## src/rtl/pipe_pkg.sv

```systemverilog
// Shared constants for the inter-stage pipeline registers: occupancy codes and
// the default payload/control widths of each CPU stage boundary.
package pipe_pkg;

    localparam logic [1:0] OCC_EMPTY = 2'd0;
    localparam logic [1:0] OCC_ONE   = 2'd1;
    localparam logic [1:0] OCC_TWO   = 2'd2;

    // PC + instruction
    localparam int IFID_DATA_W  = 64;
    localparam int IFID_CTRL_W  = 1;
    // PC + rs1 + rs2 + imm + rd
    localparam int IDEX_DATA_W  = 133;
    localparam int IDEX_CTRL_W  = 9;
    // ALU result + store data + rd
    localparam int EXMEM_DATA_W = 69;
    localparam int EXMEM_CTRL_W = 4;
    // load data + ALU result + rd
    localparam int MEMWB_DATA_W = 69;
    localparam int MEMWB_CTRL_W = 2;

    function automatic logic [1:0] occ_count(input logic main_v, input logic skid_v);
        logic [1:0] occ;
        case ({main_v, skid_v})
            2'b00:   occ = OCC_EMPTY;
            2'b11:   occ = OCC_TWO;
            default: occ = OCC_ONE;
        endcase
        return occ;
    endfunction

endpackage

```

## src/rtl/pipe_slot.sv

```systemverilog
// One valid+data+ctrl holding register. Clearing drops valid and control but
// keeps the payload, so the stage never presents stale control bits.
import pipe_pkg::*;

module pipe_slot #(
    parameter int DATA_W = 69,
    parameter int CTRL_W = 4
) (
    input  logic              clk_i,
    input  logic              rst_i,
    input  logic              load,
    input  logic              clear,
    input  logic [DATA_W-1:0] d_data,
    input  logic [CTRL_W-1:0] d_ctrl,
    output logic              valid,
    output logic [DATA_W-1:0] data,
    output logic [CTRL_W-1:0] ctrl
);

    always_ff @(posedge clk_i) begin
        if (rst_i) begin
            valid <= 1'b0;
            data  <= '0;
            ctrl  <= '0;
        end else if (clear) begin
            valid <= 1'b0;
            ctrl  <= '0;
        end else if (load) begin
            valid <= 1'b1;
            data  <= d_data;
            ctrl  <= d_ctrl;
        end
    end

endmodule

```

## src/rtl/pipe_stage_reg.sv

```systemverilog
// Reusable pipeline stage register with valid/ready handshake, optional 2-entry
// skid buffer, flush-to-bubble, start gating and saturating back-pressure count.
import pipe_pkg::*;

module pipe_stage_reg #(
    parameter int DATA_W = EXMEM_DATA_W,
    parameter int CTRL_W = EXMEM_CTRL_W,
    parameter bit SKID   = 1'b1,
    parameter int CNT_W  = 16
) (
    input  logic              clk_i,
    input  logic              rst_i,
    input  logic              start_i,
    input  logic              flush_i,
    input  logic              in_valid_i,
    output logic              in_ready_o,
    input  logic [DATA_W-1:0] in_data_i,
    input  logic [CTRL_W-1:0] in_ctrl_i,
    output logic              out_valid_o,
    input  logic              out_ready_i,
    output logic [DATA_W-1:0] out_data_o,
    output logic [CTRL_W-1:0] out_ctrl_o,
    output logic [1:0]        occ_o,
    output logic [CNT_W-1:0]  bp_cnt_o
);

    // Handshake: a transfer happens on a rising edge where valid and ready are
    // both high; valid never depends on ready, and while start_i is low no
    // transfer takes place in either direction.
    logic              running, in_fire, out_fire;
    logic              main_load, main_clear, main_from_skid;
    logic              main_valid, skid_valid;
    logic [DATA_W-1:0] main_data, skid_data, main_d_data;
    logic [CTRL_W-1:0] main_ctrl, skid_ctrl, main_d_ctrl;

    assign running  = start_i & ~flush_i;
    assign in_fire  = in_valid_i & in_ready_o;
    assign out_fire = main_valid & out_ready_i;

    assign main_d_data = main_from_skid ? skid_data : in_data_i;
    assign main_d_ctrl = main_from_skid ? skid_ctrl : in_ctrl_i;

    pipe_slot #(.DATA_W(DATA_W), .CTRL_W(CTRL_W)) u_main (
        .clk_i  (clk_i),
        .rst_i  (rst_i),
        .load   (main_load),
        .clear  (main_clear),
        .d_data (main_d_data),
        .d_ctrl (main_d_ctrl),
        .valid  (main_valid),
        .data   (main_data),
        .ctrl   (main_ctrl)
    );

    generate
        if (SKID) begin : g_skid
            logic skid_load, skid_clear;

            // Ready only looks at registered skid state, cutting the
            // out_ready_i -> in_ready_o path.
            assign in_ready_o = start_i & ~rst_i & ~skid_valid;

            always_comb begin
                main_load      = 1'b0;
                main_clear     = flush_i;
                main_from_skid = 1'b0;
                skid_load      = 1'b0;
                skid_clear     = flush_i;
                if (running) begin
                    if (!main_valid) begin
                        main_load = in_fire;
                    end else if (out_fire) begin
                        if (skid_valid) begin
                            main_load      = 1'b1;
                            main_from_skid = 1'b1;
                            skid_clear     = 1'b1;
                        end else if (in_fire) begin
                            main_load = 1'b1;
                        end else begin
                            main_clear = 1'b1;
                        end
                    end else begin
                        skid_load = in_fire;
                    end
                end
            end

            pipe_slot #(.DATA_W(DATA_W), .CTRL_W(CTRL_W)) u_skid (
                .clk_i  (clk_i),
                .rst_i  (rst_i),
                .load   (skid_load),
                .clear  (skid_clear),
                .d_data (in_data_i),
                .d_ctrl (in_ctrl_i),
                .valid  (skid_valid),
                .data   (skid_data),
                .ctrl   (skid_ctrl)
            );
        end else begin : g_noskid
            assign in_ready_o = start_i & ~rst_i & (~main_valid | out_ready_i);
            assign skid_valid = 1'b0;
            assign skid_data  = '0;
            assign skid_ctrl  = '0;

            always_comb begin
                main_from_skid = 1'b0;
                main_load      = running & in_fire;
                main_clear     = flush_i | (running & ~in_fire & out_fire);
            end
        end
    endgenerate

    assign out_valid_o = main_valid;
    assign out_data_o  = main_data;
    assign out_ctrl_o  = main_ctrl;
    assign occ_o       = occ_count(main_valid, skid_valid);

    always_ff @(posedge clk_i) begin
        if (rst_i) begin
            bp_cnt_o <= '0;
        end else if (running && main_valid && !out_ready_i && bp_cnt_o != {CNT_W{1'b1}}) begin
            bp_cnt_o <= bp_cnt_o + {{(CNT_W-1){1'b0}}, 1'b1};
        end
    end

endmodule

```

## config.mk

```make
export PLATFORM = sky130hd
export DESIGN_NAME = pipe_stage_reg
export DESIGN_NICKNAME = d
export VERILOG_FILES = /design/src/rtl/pipe_pkg.sv /design/src/rtl/pipe_slot.sv /design/src/rtl/pipe_stage_reg.sv
export SDC_FILE = /design/constraint.sdc
export NUM_CORES = 1
export LEC_CHECK = 0
export CAP_MARGIN = 20
export CORE_MARGIN = 5
export CORE_UTILIZATION = 40
export DETAILED_ROUTE_END_ITERATION = 10
export PLACE_DENSITY_LB_ADDON = 0.2
export SETUP_SLACK_MARGIN = 0.5
export SLEW_MARGIN = 20
export SYNTH_ARGS = -nofsm -noshare
export SYNTH_HDL_FRONTEND = slang
export SYNTH_SLANG_ARGS = --single-unit
export TNS_END_PERCENT = 20
```

## constraint.sdc

```tcl
create_clock -name clk_i -period 2 [get_ports clk_i]
set_input_delay 0.4 -clock clk_i [delete_from_list [all_inputs] [get_ports clk_i]]
set_output_delay 0.4 -clock clk_i [all_outputs]
set_load 0.1 [all_outputs]
```

==> out/metrics.csv <==
stage;metric;value;unit
run_status;outcome;finished, final reports clean;
place;dpl.hpwl;11900;µm
cells_and_area;diodes;0;
critical_path;crit_type;register to register;
synth;ys_warn_count;0;
critical_path;end_kind;register;
worst_hold_path;hold_path_end;bp_cnt_o[12];
synth;yosysSeqAreaShare;48.4;%
cells_and_area;finalNetCount;1061;
critical_path;arrival;2040;ps
timing;tightest_slew;807;ps
worst_hold_path;min-delay-start;rst_i;
cells_and_area;syn_to_final_growth;50.9;%
cells_and_area;multiInputGateArea;3400;µm²
synth;synth-xor-area-share;0;%
timing;rsz0062_at_grt;yes;
clock_tree;path_clk_slew;60;ps
detailed_routing;drt_iter0_markers;271;
detailed_routing;routed_wl;20000;µm
floorplan;core;16600;µm²
cells_and_area;nFillCells;1464;
synth;synth_ff_type;dfxtp_1;
worst_hold_path;min_path_cells;3;
clock_tree;cts_tree;yes;
clock_tree;cts_sinks;164;
timing;period_share;88.8;%
critical_path;critPathLaunch;u_main.valid;
synth;synth_simple_gate_area_share;19.3;%
timing;hold_viol_final;0;
synth;synth_fa_ha_area_share;0.369;%
critical_path;reg2regPathDepth;8;
power_and_ir_drop;vdd.ir_drop.worst;0.000567;V
global_route;grt_max_degree;157;
clock_tree;hold_buffers;0;
synth;synth_top_family_by_area;simple AND/OR/NAND/NOR gates;
detailed_routing;wl_per_cell;16.5;µm
critical_path;r2r_start;u_main.valid;
critical_path;reg2reg_to;u_main.data[9];
critical_path;cp.required;2260;ps
timing;slew-limit-headroom;46.2;%
synth;synth-edff-count;0;
timing;setup_tns;0;ps
worst_hold_path;min_path_type;input port to register;
synth;syn_inst;770;
global_route;grt_pass1_wl;30600;µm
power_and_ir_drop;power_density;742;nW/µm²
global_route;antenna_found_initial;0;
global_route;grt_pass1_vias;5788;
floorplan;dieHeight;140;µm
critical_path;critPathLaunchType;register;
detailed_routing;drt_drc_violations_left;0;
synth;synth_compound_area_share;16.3;%
timing;period_needed;1780;ps
synth;synthArstFlopShare;0;%
clock_tree;ctsLongestPathBuffers;2;
timing;finalMaxSlewViolations;0;
power_and_ir_drop;p_leak;0.00360;µW
global_route;grt_usage;19.0;%
detailed_routing;vias;6259;
floorplan;die_width;140;µm
clock_tree;clk_latency;420;ps
timing;skew;9.32;ps
cells_and_area;utilization;61.7;%
synth;syn_avg_cell_area;8.80;µm²
cells_and_area;seqCellArea;3350;µm²
synth;yosys.cell_types.count;38;
detailed_routing;vias_per_cell;5.16;
floorplan;ios;172;
clock_tree;cts_buffers;17;
critical_path;crit_fanout;6;
cells_and_area;drive_above_1_share;26.4;%
synth;syn-cell-area;6780;µm²
detailed_routing;ant_nets;0;
timing;fin_hold_ws;352;ps
floorplan;initial_utilization;40.9;%
place;io_buffers;171;
floorplan;fp.dieArea;19600;µm²
floorplan;rows;47;
synth;postSynthNetCount;851;
clock_tree;cts_max_level;4;
detailed_routing;firstDrtPassIters;4;
global_route;grt_overflow;0;
synth;synth_seq_cells;164;
flow_run;maxCapViolations;0;
clock_tree;cts_root_buf;clkbuf_16;
timing;max_freq;563;MHz
timing;setup_violations;0;
critical_path;regToRegSetupSlack;220;ps
synth;synth.area.mux_share;11.1;%
place;gp_congestion;0.800;
[cell usage in the layout, fill, tap and decap left out, drive strengths merged, types with 2 or more instances in the layout]
cell type / n
o41ai: 3
mux2: 2
nand3b: 2
dlygate4sd2: 4
a31oi: 2
inv: 4
nand2: 156
o31ai: 3
or3: 10
clkinvlp: 2
clkdlybuf4s50: 73
a21oi: 83
bufinv: 2
ha: 2
o21ai: 7
nand4: 4
a211oi: 75
nand3: 6
dfxtp: 164
buf: 178
nor2b: 3
nor3b: 2
mux2i: 73
clkbuf: 26
nor4: 4
clkinv: 5
nor2: 7
or4: 5
nor3: 76
[repair_timing]
| item | 4_1_cts | 5_1_grt |
|---|---|---|
| pin swaps | 9 | 9 |
| gates cloned | 4 | 6 |
| setup buffers | 17 | 18 |
| endpoints found under the setup margin | 181 | 220 |
| resized for setup | 25 | 20 |
[Yosys cell counts (all sizes together), types with 3 or more instances]
cell,count,area [µm²]
a21oi,83,415
a211oi,75,563
nand2,156,586
nor4,4,31.3
clkbuf,36,135
inv,3,11.3
buf,32,153
nor2,7,26.3
o21ai,7,35.0
nor3,76,380
o31ai,3,22.5
or3,10,62.6
mux2i,73,731
o41ai,3,26.3
or4,5,45.0
nor2b,3,18.8
nand3,6,30.0
nand4,4,40.0
dfxtp,164,3280
[worst max path at each step]
| stage | slack (ps) | to |
|---|---|---|
| 5_1_grt | 170 | u_main.data[17] |
| 6_report | 220 | u_main.data[9] |
| 3_5_place_dp | -400 | bp_cnt_o[13] |
| 4_1_cts | 210 | u_main.data[13] |
| 2_1_floorplan | -80 | in_ready_o |
| 3_3_place_gp | -370 | bp_cnt_o[14] |
[critical path, cell delays in order (launching register included)]
cell,delay [ps]
dfxtp_4,370
buf_6,120
a2111oi_4,390
buf_6,170
or2_4,160
buf_12,110
buf_8,100
clkbuf_16,140
a211oi_1,60
[cell type report]
class	instances	area share, %
repair buffers	259	25.3
clock buffers	22	4.75
inverters	3	0.110
multi-input cells	535	33.3
flip-flops and latches	164	32.7
well taps	220	2.69
clock inverters	10	1.19
[where the power goes]
| group | internal [µW] | switching, µW | total, µW | leakage (µW) |
|---|---|---|---|---|
| Sequential | 3300 | 30.3 | 3330 | 0.00134 |
| Combinational | 344 | 620 | 963 | 0.00197 |
| Clock | 1990 | 1310 | 3300 | 0.000292 |
| Total | 5630 | 1960 | 7590 | 0.00360 |
[state kept, by name, summed over array words and instances (netlist names)]
register / count
g_skid.u_skid.data: 69
u_main.data: 69
bp_cnt_o: 16
g_skid.u_skid.ctrl: 4
u_main.ctrl: 4
g_skid.u_skid.valid: 1
u_main.valid: 1
[metrics by stage]
step                      worst slack [ps]  cells  total power (µW)  area, µm²
after floorplan                      -80.9    770              3960       6950
after global routing                   168   1213              7860      10200
after global placement                -374   1136              4290       8870
final                                  223   1213              7590      10200
after CTS                              213   1189              7630       9860
after detailed placement              -399   1136              4300       8870
[cells by family after synthesis]
kind of cell / after synthesis
adders and majority gates: 2
AOI/OAI and AO/OA: 177
and+or+nand+nor: 281
DFF: 164
muxes: 75
buffers and inverters: 71
[per-layer routing]
layer	routed length (µm)	vias to the layer above	track usage, %
met4	294	0	5.56
met5	0	-	0
li1	-	3182	-
met2	9900	130	31.3
met1	9150	2924	25.2
met3	700	23	4.12
Note: power is estimated with default switching activity, not from simulation.
